===== src/rtl/dmem_bridge_if.sv =====
// Signal bundle between the core data port, dmem_bridge and the external bus.
// The bridge uses the master modport; the core/bus side uses slave.
interface dmem_bridge_if;
    logic        mem_ren;
    logic        mem_wen;
    logic [31:0] mem_addr;
    logic [31:0] mem_dout;
    logic [31:0] mem_din;
    logic        ram_stall;
    logic        ram_cs;
    logic        bus_req;
    logic        bus_we;
    logic [31:0] bus_addr;
    logic [31:0] bus_wdata;
    logic        bus_ack;
    logic [31:0] bus_rdata;
    logic        bus_err;

    modport master (
        input  mem_ren, mem_wen, mem_addr, mem_dout, bus_ack, bus_rdata,
        output mem_din, ram_stall, ram_cs, bus_req, bus_we, bus_addr, bus_wdata, bus_err
    );

    modport slave (
        output mem_ren, mem_wen, mem_addr, mem_dout, bus_ack, bus_rdata,
        input  mem_din, ram_stall, ram_cs, bus_req, bus_we, bus_addr, bus_wdata, bus_err
    );
endinterface


===== src/rtl/dmem_bridge.sv =====
// Core data-memory port to single-outstanding bus bridge (IDLE -> BUSY -> DONE).
// Optional BUSY-state timeout is enabled by defining DMEM_TIMEOUT_EN.
module dmem_bridge #(
    parameter int unsigned TIMEOUT_CYCLES = 255
) (
    input logic           clk,
    input logic           rst,
    dmem_bridge_if.master dif
);
    typedef enum logic [1:0] {IDLE, BUSY, DONE} state_t;

    state_t      state, state_nxt;
    logic        req_in;
    logic        ack_hit;
    logic        timeout_hit;
    logic        we_q;
    logic [31:0] addr_q;
    logic [31:0] wdata_q;
    logic [31:0] din_q;

    assign req_in  = dif.mem_ren | dif.mem_wen;
    assign ack_hit = (state == BUSY) && dif.bus_ack;

`ifdef DMEM_TIMEOUT_EN
    localparam int unsigned CW = (TIMEOUT_CYCLES > 1) ? $clog2(TIMEOUT_CYCLES + 1) : 1;

    logic [CW-1:0] wait_cnt;
    logic          err_q;

    // Fires on the BUSY cycle whose missing ack would bring the count to TIMEOUT_CYCLES.
    assign timeout_hit = (state == BUSY) && !dif.bus_ack &&
                         (wait_cnt == CW'(TIMEOUT_CYCLES - 1));

    always_ff @(posedge clk or posedge rst) begin
        if (rst) begin
            wait_cnt <= '0;
            err_q    <= 1'b0;
        end else begin
            if (state == IDLE && req_in)
                wait_cnt <= '0;
            else if (state == BUSY && !dif.bus_ack)
                wait_cnt <= wait_cnt + 1'b1;
            err_q <= timeout_hit;
        end
    end

    assign dif.bus_err = err_q;
`else
    logic unused_timeout;

    assign unused_timeout = TIMEOUT_CYCLES[0];
    assign timeout_hit    = 1'b0;
    assign dif.bus_err    = 1'b0;
`endif

    always_ff @(posedge clk or posedge rst) begin
        if (rst)
            state <= IDLE;
        else
            state <= state_nxt;
    end

    always_comb begin
        state_nxt = state;
        case (state)
            IDLE:    if (req_in) state_nxt = BUSY;
            BUSY:    if (ack_hit || timeout_hit) state_nxt = DONE;
            DONE:    state_nxt = IDLE;
            default: state_nxt = IDLE;
        endcase
    end

    // Request is captured once at IDLE; later changes on the core side (flush) cannot alter it.
    always_ff @(posedge clk or posedge rst) begin
        if (rst) begin
            we_q    <= 1'b0;
            addr_q  <= '0;
            wdata_q <= '0;
            din_q   <= '0;
        end else begin
            if (state == IDLE && req_in) begin
                we_q    <= dif.mem_wen;
                addr_q  <= dif.mem_addr;
                wdata_q <= dif.mem_dout;
            end
            if (ack_hit && !we_q)
                din_q <= dif.bus_rdata;
            else if (timeout_hit && !we_q)
                din_q <= '0;
        end
    end

    assign dif.bus_req   = (state == BUSY);
    assign dif.ram_cs    = (state == BUSY);
    assign dif.ram_stall = (state == BUSY) || ((state == IDLE) && req_in);
    assign dif.bus_we    = we_q;
    assign dif.bus_addr  = addr_q;
    assign dif.bus_wdata = wdata_q;
    assign dif.mem_din   = din_q;
endmodule


===== src/flat_wrapper.sv =====
// flat-port wrapper written by rule: the top's interface ports become plain ports
module dmem_bridge_flat 
#(
    parameter int unsigned TIMEOUT_CYCLES = 255
)
  (clk, rst, dif_mem_ren, dif_mem_wen, dif_mem_addr, dif_mem_dout, dif_bus_ack, dif_bus_rdata, dif_mem_din, dif_ram_stall, dif_ram_cs, dif_bus_req, dif_bus_we, dif_bus_addr, dif_bus_wdata, dif_bus_err);
  dmem_bridge_if dif_i ();
  input logic clk;
  input logic rst;
  input wire logic [$bits(dif_i.mem_ren)-1:0] dif_mem_ren;
  input wire logic [$bits(dif_i.mem_wen)-1:0] dif_mem_wen;
  input wire logic [$bits(dif_i.mem_addr)-1:0] dif_mem_addr;
  input wire logic [$bits(dif_i.mem_dout)-1:0] dif_mem_dout;
  input wire logic [$bits(dif_i.bus_ack)-1:0] dif_bus_ack;
  input wire logic [$bits(dif_i.bus_rdata)-1:0] dif_bus_rdata;
  output wire logic [$bits(dif_i.mem_din)-1:0] dif_mem_din;
  output wire logic [$bits(dif_i.ram_stall)-1:0] dif_ram_stall;
  output wire logic [$bits(dif_i.ram_cs)-1:0] dif_ram_cs;
  output wire logic [$bits(dif_i.bus_req)-1:0] dif_bus_req;
  output wire logic [$bits(dif_i.bus_we)-1:0] dif_bus_we;
  output wire logic [$bits(dif_i.bus_addr)-1:0] dif_bus_addr;
  output wire logic [$bits(dif_i.bus_wdata)-1:0] dif_bus_wdata;
  output wire logic [$bits(dif_i.bus_err)-1:0] dif_bus_err;
  assign dif_i.mem_ren = dif_mem_ren;
  assign dif_i.mem_wen = dif_mem_wen;
  assign dif_i.mem_addr = dif_mem_addr;
  assign dif_i.mem_dout = dif_mem_dout;
  assign dif_i.bus_ack = dif_bus_ack;
  assign dif_i.bus_rdata = dif_bus_rdata;
  assign dif_mem_din = dif_i.mem_din;
  assign dif_ram_stall = dif_i.ram_stall;
  assign dif_ram_cs = dif_i.ram_cs;
  assign dif_bus_req = dif_i.bus_req;
  assign dif_bus_we = dif_i.bus_we;
  assign dif_bus_addr = dif_i.bus_addr;
  assign dif_bus_wdata = dif_i.bus_wdata;
  assign dif_bus_err = dif_i.bus_err;
  dmem_bridge #(.TIMEOUT_CYCLES(TIMEOUT_CYCLES)) u_core (.clk(clk), .rst(rst), .dif(dif_i));
endmodule

===== config.mk =====
export PLATFORM = sky130hd
export DESIGN_NAME = dmem_bridge_flat
export DESIGN_NICKNAME = d
export VERILOG_FILES = /design/src/rtl/dmem_bridge_if.sv /design/src/rtl/dmem_bridge.sv /design/src/flat_wrapper.sv
export SDC_FILE = /design/constraint.sdc
export NUM_CORES = 1
export LEC_CHECK = 0
export ABC_AREA = 1
export BUFFER_PORTS_ARGS = -buffer_cell sky130_fd_sc_hd__buf_2
export CAP_MARGIN = 0
export CORE_MARGIN = 2
export CORE_UTILIZATION = 45
export CTS_CLUSTER_DIAMETER = 40
export DETAILED_ROUTE_END_ITERATION = 12
export HOLD_SLACK_MARGIN = 0.05
export MAX_ROUTING_LAYER = met4
export PLACE_DENSITY_LB_ADDON = 0.15
export SYNTH_ARGS = -nofsm -noshare
export SYNTH_HDL_FRONTEND = slang
export SYNTH_SLANG_ARGS = --single-unit

===== constraint.sdc =====
create_clock -name clk -period 4.2 [get_ports clk]
set_clock_uncertainty 0.1 [all_clocks]
set_input_delay 0.63 -clock clk [delete_from_list [all_inputs] [get_ports clk]]
set_output_delay 0.63 -clock clk [all_outputs]
set_load 0.005 [all_outputs]

# After elaboration in Yosys (flattened, before gate mapping)
# Cells that the tools add are included.
classes:
  muxes: 3
  n_eq_ne: 3
  bitwise: 1
  reduce_logical: 7
op_table:
  columns: ["operator", "n"]
  rows:
  - ["$mux W2", 2]
  - ["$ne A2 B1 Y1 const B", 2]
  - ["$pmux W2 S2", 1]
  - ["$logic_and A1 B1 Y1", 3]
  - ["$eq A2 B1 Y1 const B", 1]
  - ["$logic_not A2 Y1", 1]
  - ["$reduce_and A2 Y1", 1]
  - ["$logic_not A1 Y1", 1]
  - ["$logic_or A1 B1 Y1", 1]
  - ["$or A1 B1 Y1", 1]
totals:
  in_bits: 101
  reg_bits: 99

# Longest topological paths before layout
# Gate-level depths: netlist of run 1.
depth:
  depth_word: 4
  depth_mapped: 7
  ltp_nobuf: 5

# Least setup slack after synthesis of run 1
# No wires, ideal clock.
synth_path:
  path_type: "in2out"
  from: "input port dif_mem_wen"
  to: "output port dif_ram_stall"
  slack_ns: 2.327
  n_path_buf: 2
  path_stages: 6
  arrival_time_ns: 1.143
  path_cell_list: "inv_1 > nand2_1 > nand2_2 > buf_4 > buf_6 > nand2_1"
synth_via:
  elab_chain_len: 3
synth_lines:
  columns: ["element", "line", "rtl"]
  rows:
  - ["start: declaration", "flat_wrapper.sv:11", "input wire logic [$bits(dif_i.mem_wen)-1:0] dif_mem_wen;"]
  - ["$or A1 B1 Y1", "dmem_bridge.sv:21", "assign req_in = dif.mem_ren | dif.mem_wen;"]
  - ["$logic_and A1 B1 Y1", "dmem_bridge.sv:95", "assign dif.ram_stall = (state == BUSY) || ((state == IDLE) && req_in);"]
  - ["$logic_or A1 B1 Y1", "dmem_bridge.sv:95", null]
  - ["end: declaration", "flat_wrapper.sv:17", "output wire logic [$bits(dif_i.ram_stall)-1:0] dif_ram_stall;"]
# No other way between the ends.

# Final worst setup path of run 1
layout_path:
  from: "register u_core.state[0]"
  to: "output port dif_ram_stall"
layout_via:
  elab_chain_len: 3
layout_lines:
  columns: ["element", "line", "rtl"]
  rows:
  - ["start: declaration", "dmem_bridge.sv:12", "state_t state, state_nxt;"]
  - ["start signal: assignment", "dmem_bridge.sv:60", "state <= state_nxt;"]
  - ["$logic_not A2 Y1", "dmem_bridge.sv:95", null]
  - ["$logic_and A1 B1 Y1", "dmem_bridge.sv:95", null]
  - ["$logic_or A1 B1 Y1 (*)", "dmem_bridge.sv:95", null]
# Every way passes the cells marked *; elsewhere a longest branch is shown, timed or not.

==> results_dict.tcl, run 1 <==
set metrics [dict create \
    status "finished, final reports clean" \
    async_flop_share_pct 100 \
    die_height_um 98.5 \
    ios 202 \
    grt_pass1_vias 3480 \
    path_clk_slew_ps 100 \
    syn-num-nets 543 \
    fmax_mhz 389 \
    cts-root-buf "clkbuf_8" \
    row_count 34 \
    syn_area_mm2 0.00402 \
    postCtsHoldBufs 0 \
    gp_congestion 0.811 \
    die_area_mm2 0.00971 \
    io_buffers 200 \
    setup_viol 0 \
    wl_per_cell_um 13.8 \
    worst_pin_slew_ps 984 \
    fin_ws_ps 1630 \
    slew_viol_final 0 \
    crit_type "flip-flop to primary output" \
    slowest_stage "nor2_4" \
    yosysWarnings 0 \
    vdd_drop_max_mv 0.312 \
    grt_pass1_wl_mm 16.5 \
    hold_path.class "input pin to async pin" \
    clk_path_buf_depth 2 \
    detail_route.iter0.violations 129 \
    cts_tree "done" \
    ctsResizeCount 0 \
    fin_util_pct 60.4 \
    synth-edff-count 0 \
    ys.flop_type "dfrtp_1" \
    post-cts-setup-buffers 0 \
    fin_cells 736 \
    place_area_mm2 0.00500 \
    vias_per_cell 4.94 \
    numClockSinks 99 \
    setup_tns_ps 0 \
    area_growth_pct 30.3 \
    start_util_pct 46.3 \
    dp_hpwl_mm 6.87 \
    yosysSeqAreaShare_pct 61.6 \
    final_cell_area_mm2 0.00524 \
    yosys_register_bits 99 \
    num-nets-final 724 \
    synthCells 442 \
    avgSynthCellArea_um2 9.10 \
    globalRouteTotalUtil_pct 21.5 \
    hold_viol_final 0 \
    cp_common_cell "inv_1" \
    numCtsBuffers 9 \
    endpoint_kind "primary output" \
    final_common_cell "buf_2" \
    grt_max_degree 68 \
    final_cell_mix "buf_2, nand2_1, dfrtp_1" \
    antenna_found_initial 0 \
    cp_max_fo 35 \
    slew_headroom_pct 34.3 \
    design.core.area_mm2 0.00868 \
    vias 3639 \
    htreeDepth 3 \
    drc 0 \
    yosysTopAreaCell "dfrtp_1" \
    dp.cells 720 \
    drive_above_1_share_pct 36.1 \
    min_period_ps 2570 \
    period_share_pct 61.2 \
    wl_mm 10.2 \
    cap_violations 0 \
    clk_latency_ps 350 \
    chipWidth_um 98.5 \
    cp.arrival_ps 1840 \
    synthTopCellsByArea "dfrtp_1, nand2_1, nand3_1" \
    final_antenna_net_count 0 \
    ys_types 15 \
    pre_cts_ws_ps 1830 \
    diodes 0 \
    cp_cell_sequence "inv_1 > nor2_4 > inv_1 > nand2_1 > buf_2" \
    first_pass_iters 5 \
    rsz0062_at_grt "no" \
    max_stage_delay_ps 570 \
    synth_top_cell_area_share_pct 61.6 \
    crit_required_ps 3470 \
    cellPowerDensity_mw_per_mm2 735 \
    p_leak_uw 0.00308 \
    grt-ovfl-total 0 \
    cp-start-kind "flip-flop" \
]
layout make-up:
| type | count | area [um2] |
|---|---|---|
| fill | 798 | 3440 |
| clock buffer | 9 | 124 |
| inverter | 8 | 32.5 |
| timing repair buffer | 206 | 1050 |
| multi-input combinational | 299 | 1310 |
| tap | 108 | 135 |
| clock inverter | 7 | 116 |
| sequential | 99 | 2480 |
power breakdown:
part | leakage (uW) | internal [uW] | switching, uW
registers | 0.00123 | 1410 | 240
clock network | 0.000119 | 395 | 324
logic | 0.00174 | 605 | 879
path summary, 6_finish.rpt:
path | from | to | slack [ps] | cells after the start
worst min register to register | u_core.dif.bus_wdata[5]$_DFFE_PP0P_ | u_core.dif.bus_wdata[5]$_DFFE_PP0P_ | 370 | 2
worst min-delay path | rst | u_core.dif.bus_addr[30]$_DFFE_PP0P_ | 230 | 2
worst max-delay path | u_core.state[0]$_DFFE_PP0P_ | dif_ram_stall | 1630 | 5
max in group asynchronous | rst | u_core.dif.bus_wdata[22]$_DFFE_PP0P_ | 2980 | 3
worst max register to register | u_core.dif.bus_we$_DFFE_PP0P_ | u_core.dif.mem_din[2]$_DFFE_PP0P_ | 2200 | 5
min in group clk | u_core.dif.bus_wdata[5]$_DFFE_PP0P_ | u_core.dif.bus_wdata[5]$_DFFE_PP0P_ | 370 | 2
metrics by stage:
stage                     power [uW]  hold slack [ps]
after floorplan                 2540              365
after global placement          3130              349
after detailed placement        3170              353
after CTS                       3900              235
after global routing            4170              267
final                           3850              228
state kept, by name, indices dropped and copies added, names as in the netlist:
name                  flops
u_core.state              2
u_core.dif.bus_we         1
u_core.dif.bus_addr      32
u_core.dif.bus_wdata     32
u_core.dif.mem_din       32
logic make-up after synthesis:
logic type / Yosys count / share of synthesized area, %
simple gates: 296 / 32.0
flops: 99 / 61.6
buf+inv: 44 / 6.07
compound gates: 2 / 0.249
other cells: 1 / 0.0933
worst max-delay path: cells and delay by family, from the launching register on:
| family | cells | cell delay (ps) |
|---|---|---|
| DFF | 1 | 420 |
| buffers and inverters | 3 | 390 |
| and+or+nand+nor | 2 | 680 |
cells in the mapped netlist, types with 2 or more instances:
cell type	number
buf_4	10
nand2_1	195
nand3_1	64
nand4_1	33
clkbuf_1	3
dfrtp_1	99
buf_2	21
inv_1	8
buf_6	2
o21ai_0	2
routing by layer:
metal / wire, um / GRT usage, %
met5: 0 / -
met4: 193 / 7.90
met3: 585 / 3.48
met2: 4900 / 32.8
met1: 4510 / 29.4
(Power assumes the default switching activity.)
==> run 2, diff against run 1 <==
--- a/config.mk
+++ b/config.mk
@@ -5,7 +5,7 @@
 export SDC_FILE = /design/constraint.sdc
 export NUM_CORES = 1
 export LEC_CHECK = 0
-export ABC_AREA = 1
+export ABC_AREA = 0
 export BUFFER_PORTS_ARGS = -buffer_cell sky130_fd_sc_hd__buf_2
 export CAP_MARGIN = 0
 export CORE_MARGIN = 2
==> constraint.sdc (replaced) <==
create_clock -name clk -period 2.5 [get_ports clk]
set_clock_uncertainty 0.1 [all_clocks]
set_input_delay 0.375 -clock clk [delete_from_list [all_inputs] [get_ports clk]]
set_output_delay 0.375 -clock clk [all_outputs]
set_load 0.005 [all_outputs]
==> run 2 against run 1 <==
Effect of this change:
- non-clock buffer count is the same
- highest routed layer unchanged
- flip-flop and latch count unchanged
- combinational power up 55%
- design area down 1.6%
- total power grew 58%
==> results_dict.tcl, run 2 <==
set metrics [dict create \
    final_cell_mix "buf_2, dfrtp_1, mux2_2" \
    p_leak_uw 0.00258 \
    hold_path.startpoint "dif_bus_ack" \
    seqPwrFrac_pct 45.8 \
    die_area_mm2 0.00945 \
    ys_top_cells_by_count "dfrtp_1, mux2_2, mux2_4" \
    ios 202 \
    globalRouteTotalUtil_pct 18.2 \
    gp_congestion 0.749 \
    wl_per_cell_um 14.9 \
    post-cts-setup-buffers 0 \
    crit_type "flip-flop to flip-flop" \
    multi_input_area_mm2 0.00127 \
    switching_share_pct 29.0 \
    p_total_uw 6070 \
    ff2ff_setup_slack_ps 740 \
    design.core.area_mm2 0.00859 \
    yosysWarnings 0 \
    setup_viol 0 \
    cp.arrival_ps 1900 \
    endpoint_kind "flip-flop" \
    cp-start-kind "flip-flop" \
    max_stage_delay_ps 420 \
    power_frac_comb_pct 37.7 \
    syn_area_mm2 0.00391 \
    period_share_pct 70.4 \
    yosysTopAreaCell "dfrtp_1" \
    rsz0062_at_grt "no" \
    ys.flop_type "dfrtp_1" \
    drive_above_1_share_pct 74.6 \
    vias 2495 \
    synth_top_cell_area_share_pct 63.3 \
    synthTopCellsByArea "dfrtp_1, mux2_2, mux2_4" \
    path_clk_slew_ps 90 \
    fin_ws_ps 739 \
    hold_viol_final 0 \
    die_height_um 97.2 \
    hold_path.class "input pin to flip-flop" \
    yosys_register_bits 99 \
    slew_headroom_pct 58.0 \
    min_period_ps 1760 \
    chipWidth_um 97.2 \
    synth-edff-count 0 \
    clk_latency_ps 350 \
    worstReg2RegStart "u_core.state[1]$_DFFE_PP0P_" \
    nFillCells 750 \
    row_count 34 \
    drc 0 \
    p_int_uw 4310 \
    grt_pass1_vias 2573 \
    ys_types 17 \
    status "finished, final reports clean" \
    grt_max_degree 54 \
    diodes 0 \
    wl_mm 8.00 \
    cp_max_fo 34 \
    dp_hpwl_mm 5.94 \
    clock_power_share_pct 16.5 \
    synth_most_common_cell "dfrtp_1" \
    antenna_found_initial 0 \
    cts_tree "done" \
    io_buffers 200 \
    syn-num-nets 321 \
    cellPowerDensity_mw_per_mm2 1180 \
    async_flop_share_pct 100 \
    yosysSeqAreaShare_pct 63.3 \
    hold_depth 2 \
    num-nets-final 525 \
    fmax_mhz 568 \
    grt-ovfl-total 0 \
    clk_path_buf_depth 2 \
    cts-root-buf "clkbuf_8" \
    worst_pin_slew_ps 629 \
    final-seq-area_mm2 0.00248 \
    timing.rr.end "u_core.dif.bus_addr[27]$_DFFE_PP0P_" \
    htreeDepth 3 \
    cp_cell_sequence "nor2_1 > o21a_2 > buf_4 > mux2_2" \
    final_antenna_net_count 0 \
    final_common_cell "buf_2" \
    slew_viol_final 0 \
    slowest_stage "dfrtp_1" \
    setup_tns_ps 0 \
    pre_cts_ws_ps 721 \
    detail_route.iter0.violations 47 \
    vias_per_cell 4.65 \
    synthCells 220 \
    numClockSinks 99 \
    ff2ff_path_depth 4 \
    timing.hold.ws_ps 101 \
    numCtsBuffers 9 \
    critPathBufInv 1 \
    grt_pass1_wl_mm 13.2 \
    first_pass_iters 4 \
    start_util_pct 45.5 \
    cap_violations 0 \
    crit_required_ps 2630 \
    fin_util_pct 60.0 \
    min_to "u_core.state[0]$_DFFE_PP0P_" \
    crit_family "flip-flops" \
    vdd_drop_max_mv 0.486 \
    postCtsHoldBufs 1 \
    ctsResizeCount 0 \
    avgSynthCellArea_um2 17.8 \
    area_growth_pct 31.8 \
    p_sw_uw 1760 \
]
run 2: cell count changes after synthesis, moves of 2 or more:
| cell | previous run | this run |
|---|---|---|
| buf_12 | 0 | 3 |
| buf_6 | 2 | 7 |
| buf_2 | 21 | 0 |
| buf_4 | 10 | 3 |
| inv_1 | 8 | 1 |
| mux2_4 | 0 | 30 |
| mux2_2 | 0 | 66 |
| o21ai_0 | 2 | 0 |
| nand2_1 | 195 | 1 |
| clkbuf_1 | 3 | 0 |
| nand4_1 | 33 | 0 |
| nand3_1 | 64 | 0 |
run 2: cells by family after synthesis:
family          Yosys count  share of synthesized area, %
mux                      96                          30.5
other cells               1                        0.0959
compound gates            3                         0.608
buf+inv                  14                          4.22
simple gates              7                          1.22
flops                    99                          63.3
run 2: worst register-to-register path, delay by kind of cell (launching register included):
family / cells / cell delay (ps)
AO/OA/AOI/OAI: 1 / 170
buffers and inverters: 1 / 380
flip-flops: 1 / 420
multiplexers: 1 / 400
AND/OR/NAND/NOR: 1 / 180
run 2: cell type report:
type,instances,area share [%]
multi-input combinational,107,24.6
timing repair buffer,206,20.8
tap,108,2.62
clock inverter,6,1.26
clock buffer,10,2.48
inverter,1,0.146
sequential,99,48.0
run 2: worst max path at each step:
stage | from | endpoint | slack, ps | depth (start not counted)
after floorplan | rst | u_core.dif.bus_addr[0]$_DFFE_PP0P_ | 850 | 1
after global placement | u_core.state[1]$_DFFE_PP0P_ | u_core.dif.bus_addr[15]$_DFFE_PP0P_ | 760 | 4
after detailed placement | u_core.state[1]$_DFFE_PP0P_ | u_core.dif.bus_addr[29]$_DFFE_PP0P_ | 720 | 4
after CTS | u_core.state[1]$_DFFE_PP0P_ | u_core.dif.bus_wdata[3]$_DFFE_PP0P_ | 710 | 4
after global routing | u_core.state[1]$_DFFE_PP0P_ | u_core.dif.bus_addr[1]$_DFFE_PP0P_ | 600 | 4
final | u_core.state[1]$_DFFE_PP0P_ | u_core.dif.bus_addr[27]$_DFFE_PP0P_ | 740 | 4
run 2: power by group through the flow:
stage / combinational (uW) / clock [uW] / sequential, uW
2_1_floorplan: 1250 / 0 / 2890
3_3_place_gp: 2290 / 0 / 2790
3_5_place_dp: 2340 / 0 / 2810
4_1_cts: 2340 / 1040 / 2790
5_1_grt: 2490 / 1120 / 2900
6_report: 2290 / 1000 / 2780
run 2: per-layer routing:
layer | wire length, um | GRT usage, % | up-vias
li1 | - | - | 1172
met1 | 3480 | 23.6 | 1195
met2 | 3810 | 27.9 | 116
met3 | 559 | 5.04 | 12
met4 | 148 | 6.30 | 0
met5 | 0 | - | -
run 2: per-stage QoR:
| step | cell area, um2 | std cells |
|---|---|---|
| 2_1_floorplan | 3920 | 220 |
| 3_3_place_gp | 4950 | 520 |
| 3_5_place_dp | 4950 | 520 |
| 4_1_cts | 5160 | 537 |
| 5_1_grt | 5160 | 537 |
| 6_report | 5160 | 537 |
